<file path="config.mk">
export PLATFORM = sky130hd
export DESIGN_NAME = tick_gen_prog
export DESIGN_NICKNAME = d
export VERILOG_FILES = /design/src/rtl/tick_gen_prog.sv
export SDC_FILE = /design/constraint.sdc
export NUM_CORES = 1
export LEC_CHECK = 0
export BUFFER_PORTS_ARGS = -buffer_cell sky130_fd_sc_hd__buf_2
export CORE_MARGIN = 10
export CORE_UTILIZATION = 40
export DETAILED_ROUTE_END_ITERATION = 6
export PLACE_DENSITY = 0.57
export SETUP_SLACK_MARGIN = 0.1
export SLEW_MARGIN = 40
export SYNTH_ARGS = -nofsm -noshare
export SYNTH_HDL_FRONTEND = slang
export SYNTH_SLANG_ARGS = --single-unit
</file>
<file path="constraint.sdc">
create_clock -name clk -period 6.66 [get_ports clk]
set_clock_uncertainty 0.15 [all_clocks]
set_input_delay 1.332 -clock clk [delete_from_list [all_inputs] [get_ports clk]]
set_output_delay 1.332 -clock clk [all_outputs]
set_load 0.1 [all_outputs]
</file>
<file path="src/rtl/tick_gen_prog.sv">
// -----------------------------------------------------------------------------
// tick_gen_prog
//
// Programmable enable-pulse generator. Divides clk by a divisor that can be
// reloaded at run time. It emits a single-cycle `tick` once every `div_reg`
// cycles while running. A 50%-duty-per-tick `blink` square wave is produced
// alongside the ticks. It can run periodically or stop after one tick.
//
// Ports
//   clk       in   system clock, rising edge
//   rst       in   asynchronous, active-low reset
//   run       in   level: 1 = count, 0 = pause (count is held, not cleared)
//   clr       in   synchronous clear strobe (highest priority)
//   load      in   divisor load strobe (div_in sampled when high)
//   div_in    in   [CNT_W] new divisor; 0 is rejected and flags load_err
//   oneshot   in   1 = enter DONE after the next tick, 0 = periodic
//   tick      out  registered enable pulse, one clk wide
//   blink     out  registered square wave, toggles on every tick
//   cnt       out  [CNT_W] current count value
//   busy      out  1 while the generator is in RUN
//   load_err  out  sticky flag set by a load with div_in = 0
//
// Every output comes straight from a flop. No combinational path runs from
// any input to any output.
// -----------------------------------------------------------------------------
module tick_gen_prog #(
  parameter int          CNT_W   = 26,
  parameter int unsigned DIV_RST = 50000000
) (
  input  logic             clk,
  input  logic             rst,
  input  logic             run,
  input  logic             clr,
  input  logic             load,
  input  logic [CNT_W-1:0] div_in,
  input  logic             oneshot,
  output logic             tick,
  output logic             blink,
  output logic [CNT_W-1:0] cnt,
  output logic             busy,
  output logic             load_err
);

  localparam logic [CNT_W-1:0] DIV_RST_V = CNT_W'(DIV_RST);
  localparam logic [CNT_W-1:0] CNT_ONE   = CNT_W'(1);
  localparam logic [CNT_W-1:0] CNT_ZERO  = '0;

  localparam logic [1:0] ST_IDLE = 2'd0;
  localparam logic [1:0] ST_RUN  = 2'd1;
  localparam logic [1:0] ST_DONE = 2'd2;

  logic [1:0]       state_q, state_d;
  logic [CNT_W-1:0] cnt_q, cnt_d;
  logic [CNT_W-1:0] div_q, div_d;
  logic             tick_q, tick_d;
  logic             blink_q, blink_d;
  logic             busy_q, busy_d;
  logic             err_q, err_d;
  logic             at_terminal;
  logic             div_in_valid;

  // The counter never exceeds div_q-1. A load always zeroes it, so the
  // terminal compare alone is enough and no wrap handling is required.
  assign at_terminal  = (cnt_q == (div_q - CNT_ONE));
  assign div_in_valid = (div_in != CNT_ZERO);

  always_comb begin
    state_d = state_q;
    cnt_d   = cnt_q;
    div_d   = div_q;
    tick_d  = 1'b0;
    blink_d = blink_q;
    err_d   = err_q;

    if (clr) begin
      // Clear returns everything to a known idle point. The divisor is kept.
      state_d = ST_IDLE;
      cnt_d   = CNT_ZERO;
      blink_d = 1'b0;
      err_d   = 1'b0;
    end else if (load) begin
      if (div_in_valid) begin
        // A new period always starts from zero. In RUN it restarts on the
        // next edge. A load also re-arms a finished one-shot.
        div_d = div_in;
        cnt_d = CNT_ZERO;
        if (state_q == ST_DONE) begin
          state_d = ST_IDLE;
        end
      end else begin
        // A zero divisor is rejected. This cycle is consumed with
        // the count, the divisor and the state all frozen.
        err_d = 1'b1;
      end
    end else begin
      case (state_q)
        ST_IDLE: begin
          // Entering RUN does not advance the count. The first
          // increment happens on the following edge.
          if (run) begin
            state_d = ST_RUN;
          end
        end
        ST_RUN: begin
          if (!run) begin
            // Pause, even at terminal count. The tick is deferred
            // until counting resumes.
            state_d = ST_IDLE;
          end else if (at_terminal) begin
            cnt_d   = CNT_ZERO;
            tick_d  = 1'b1;
            blink_d = ~blink_q;
            if (oneshot) begin
              state_d = ST_DONE;
            end
          end else begin
            cnt_d = cnt_q + CNT_ONE;
          end
        end
        ST_DONE: begin
          // run is deliberately ignored here. Only clr or a valid load leave.
          state_d = ST_DONE;
        end
        default: begin
          state_d = ST_IDLE;
        end
      endcase
    end

    // busy is registered from the next state. It therefore falls in the
    // same cycle as the one-shot tick.
    busy_d = (state_d == ST_RUN);
  end

  always_ff @(posedge clk or negedge rst) begin
    if (!rst) begin
      state_q <= ST_IDLE;
      cnt_q   <= CNT_ZERO;
      div_q   <= DIV_RST_V;
      tick_q  <= 1'b0;
      blink_q <= 1'b0;
      busy_q  <= 1'b0;
      err_q   <= 1'b0;
    end else begin
      state_q <= state_d;
      cnt_q   <= cnt_d;
      div_q   <= div_d;
      tick_q  <= tick_d;
      blink_q <= blink_d;
      busy_q  <= busy_d;
      err_q   <= err_d;
    end
  end

  assign tick     = tick_q;
  assign blink    = blink_q;
  assign cnt      = cnt_q;
  assign busy     = busy_q;
  assign load_err = err_q;

endmodule

</file>
[Yosys cells after proc, flatten, opt, wreduce, memory -nomap -nowiden]
Cells that the tools add are included.
Storage, ports and cells
  word-level logic and storage cells: 58
  input port bits: 32
  bits in registers: 58
  output and inout port bits: 30
Operators by class
  reduce and logical (&&, ||, !) cells: 12
  add/sub/neg operators: 2
  eq/ne operators: 7
  bitwise gates (word level): 2
  multiplexer cells: 28
Operators with widths (number)
  $mux W26: 6
  $add A26 B1 Y26 const B: 1
  $eq A26 B26 Y1: 1
  $reduce_bool A26 Y1: 1
  $sub A26 B1 Y26 const B: 1
  $mux W2: 8
  $mux W1: 13
  $reduce_bool A2 Y1: 4
  $pmux W2 S3: 1
  $reduce_and A3 Y1: 2
  $reduce_bool A3 Y1: 2
  $eq A2 B1 Y1 const B: 2
  $ne A2 B2 Y1 const B: 2
  $reduce_and A4 Y1: 1
  $ne A3 B2 Y1 const B: 1
  $eq A2 B2 Y1 const B: 1
  $logic_not A2 Y1: 1
  $not A1 Y1: 2
  $reduce_and A2 Y1: 1

[Depth between registers and ports, before layout]
  depth after elaboration: 8
  depth in mapped cells: 11
  depth with buffers taken out: 10

[Worst setup path before layout]
No wires, ideal clock.
  kind: register -> register
  start: register cnt_q[8], in the netlist cnt[8]
  end: register cnt_q[9], in the netlist cnt[9]
  path buffers: 2
  clock period less this slack: 3.637 ns
  cell stages (with the launch flop): 11
  arrival time: 3.367 ns
  slack: 3.023 ns
  path through: dfrtp_1 clkbuf_1 or4b_2 nor4_1 a211o_1 o211ai_1 or4_4 o31ai_4 buf_6 o21bai_1 a21o_1
Between the ends
  cells in the longest elaborated chain, start to end: 6
  elaborated cells on any way between the ends: 7
  classes of those cells: add/sub (1); eq/ne (1); mux (5)
RTL lines
  from (decl): line 53  | logic [CNT_W-1:0] cnt_q, cnt_d;
  from (signal assigned): line 146  | cnt_q <= cnt_d;
  $add A26 B1 Y26 / $eq A26 B26 Y1 (equally long branches): line 117, 64
  $mux W26 (*): line 109  | end else if (at_terminal) begin
  $mux W26 (*): line 105  | if (!run) begin
  $mux W26 (*): line 96  | case (state_q)
  $mux W26 (*): line 81  | end else if (load) begin
  $mux W26 (*): line 75  | if (clr) begin
Every way passes the cells marked *; elsewhere a longest branch is shown, timed or not. The select of a mux whose other input is x is not followed.
A chain may end at the register's enable or synchronous reset.

[Worst setup path in the final report]
  start: register div_q[3]
  end: register cnt_q[9], in the netlist cnt[9]
Between the ends
  cells in the longest elaborated chain, start to end: 7
RTL lines
  from (decl): line 54  | logic [CNT_W-1:0] div_q, div_d;
  from (signal assigned): line 147  | div_q <= div_d;
  $sub A26 B1 Y26: line 64  | assign at_terminal = (cnt_q == (div_q - CNT_ONE));
  $eq A26 B26 Y1: line 64
  $mux W26: line 109
  $mux W26: line 105
  $mux W26: line 96
  $mux W26: line 81
  $mux W26: line 75
Every way passes these cells. The select of a mux whose other input is x is not followed.

==> impl_metrics.ini <==
[status]
status = completed

[routing]
viasPerCell = 5.66
drc = 0
totalWireLength_um = 10500
drt-initial-drc-count = 175
via_count = 3218
drt_first_pass_iters = 5
detail_route.wl_per_cell_um = 18.5
postRouteAntennaNets = 0

[timing]
max_freq_ghz = 0.258
maxSlewHeadroom_pct = 44.3
worst_slack_ns = 2.78
worstMarginPinSlew_ns = 0.825
setup_violations = 0
rsz0062_at_grt = no
layout_min_cycle_time_ns = 3.88
fin_crit_sh_pct = 58.2
slew_viol_final = 0
tns_ns = 0
hold_viol = 0

[min_path]
hold_start = load_err$_DFFE_PN0P_
hold_depth = 2
hold_path.class = reg -> reg

[die]
start_util_pct = 41.0
core_area_um2 = 9200
die_h_um = 117
io_pins = 62
die_area_um2 = 13700
die_x_um = 117
rows = 35

[critical_path]
crit_fanout = 15
worstPathRequired_ns = 6.74
cp-end-kind = flip-flop
critical_path_class = reg -> reg
critical_path_arrival_ns = 3.96
worstRegToRegCells = 8
crit_path_start_kind = flip-flop
r2r-start = div_q[3]$_DFFE_PN0P_
crit_path_start = div_q[3]$_DFFE_PN0P_

[clock_tree]
clockBufferDepth = 2
root_buffer = clkbuf_8
cts_num_sinks = 58
postCtsHoldBufs = 0
cts_made_buffers = 9
cts_resized = 0
insertion_delay_ns = 0.34
cts_setup_buffers = 0
cts_tree = done
htreeDepth = 3
path_clk_slew_ns = 0.07

[power]
p_leak_uw = 0.00180
peakVddDrop_mv = 0.0940
power_density_nw_per_um2 = 219

[layout]
drive_gt1_share_pct = 29.3
area_growth_pct = 15.6
fin_nets = 487
diodes = 0
fin_util_pct = 47.4

[placement]
numPortBuffers = 61
dp_hpwl_um = 8110
place_congestion = 0.920
dpl_worst_slack_ns = 2.61

[grt]
met1_usage_pct = 19.9
grt_max_degree = 59
grt.met2_usage_pct = 26.2
grt-busiest-layer = met2
grt_usage_pct = 16.0
first_global_vias = 3341
grt_overflow_total = 0
use_met3_pct = 5.15
antenna_found_initial = 0
grt_pass1_wl_um = 17200

[synth]
synth.avg_cell_area_um2 = 9.51
synthCells = 397
synth_cell_types = 59
seq_area_frac_synth_pct = 38.9
ys_ff_latch = 58
syn_nets = 431
ys.flop_type = dfrtp_1
syn_area_um2 = 3770
async_reset_ff_share_pct = 100
ys_warn_count = 0
synth_edf_count = 0

[job]
drv_cap = 0
## layout by cell type, fill, tap and decap left out, types with 4 or more instances in the layout
master and n:
buf_2 61, dfrtp_1 46, xnor2_1 31, nor2_1 28, nand2_1 26, mux2_2 26
nand3_1 24, xor2_1 18, nor4_1 16, o21ai_0 14, dfstp_2 12, inv_1 11
a21oi_1 11, nor3_1 10, nand4_1 10, clkbuf_8 10, or3_1 9, or2_2 6
nor3b_1 6, and3_1 6, nor2b_1 5, a31oi_1 5, nand2b_1 4
## worst max-delay path, cell delays in order (launching register included)
cell      delay, ns
dfrtp_1        0.47
or4_1          0.78
nor4_4         0.58
xnor2_1        0.18
nand4_1        0.16
a2111o_1       0.52
o31ai_4        0.60
o21bai_1       0.15
a21o_1         0.19
## through the flow
stage,total power (µW),std cells,hold WS [ns],cell area [µm²]
2_1_floorplan,543,397,0.341,3770
4_1_cts,964,569,0.348,4360
6_report,956,569,0.346,4360
5_1_grt,1000,569,0.384,4360
3_5_place_dp,598,553,0.333,4140
3_3_place_gp,595,553,0.335,4140
## power by group
part / switching (µW) / internal, µW
Clock: 144 / 220
Sequential: 45.1 / 385
Combinational: 87.0 / 74.6
## path summary, 6_finish.rpt
| path | end | slack [ns] |
|---|---|---|
| worst max register to register | cnt[9]$_DFFE_PN0P_ | 2.78 |
| min in group asynchronous | cnt[0]$_DFFE_PN0P_ | 0.99 |
| worst max-delay path | cnt[9]$_DFFE_PN0P_ | 2.78 |
| worst min register to register | load_err$_DFFE_PN0P_ | 0.35 |
| worst min-delay path | load_err$_DFFE_PN0P_ | 0.35 |
| max in group asynchronous | blink$_DFFE_PN0P_ | 4.87 |
## per-layer routing
metal / vias up / share of wire, %
met5: - / 0
met1: 1543 / 45
li1: 1575 / -
met3: 12 / 6.2
met2: 88 / 48
met4: 0 / 1.3
## registers in the layout, indices dropped and copies added (netlist names)
signal,count
blink,1
cnt,26
load_err,1
state_q,2
tick,1
div_q,26
busy,1
## cells by family after synthesis
kind of cell,synth area share [%]
simple gates,25.3
flops,38.9
xor+xnor,11.4
fa+ha+maj,0.663
mux,8.29
compound gates,12.2
buf+inv,3.32
## cell usage after synthesis, drive strengths merged, types with 2 or more instances
master	instances	area share, %
a211o	2	0.46
a21o	2	0.40
a21oi	12	1.7
a31oi	5	0.83
and2	2	0.33
and3	6	0.99
and3b	2	0.46
buf	7	1.2
clkbuf	10	0.99
dfrtp	46	31
dfstp	12	8.4
ha	2	0.66
inv	11	1.1
mux2	26	7.8
mux2i	2	0.53
nand2	26	2.6
nand2b	4	0.66
nand3	24	3.2
nand4	10	1.7
nor2	28	2.8
nor2b	5	0.83
nor3	10	1.3
nor3b	6	1.2
nor4	20	4.4
o211ai	3	0.60
o21ai	16	2.1
o21bai	2	0.40
o311ai	5	1.2
o31a	2	0.46
o31ai	5	1.7
or2	7	1.2
or3	9	1.5
or4	5	1.2
xnor2	31	7.2
xor2	18	4.2
## cell type report
class	instances	area, µm²
Inverter	11	41.3
Timing Repair Buffer	62	313
Fill cell	911	4830
Clock inverter	5	77.6
Multi-Input combinational cell	311	2180
Clock buffer	11	141
Tap cell	111	139
Sequential cell	58	1470
(Power assumes the default switching activity.)
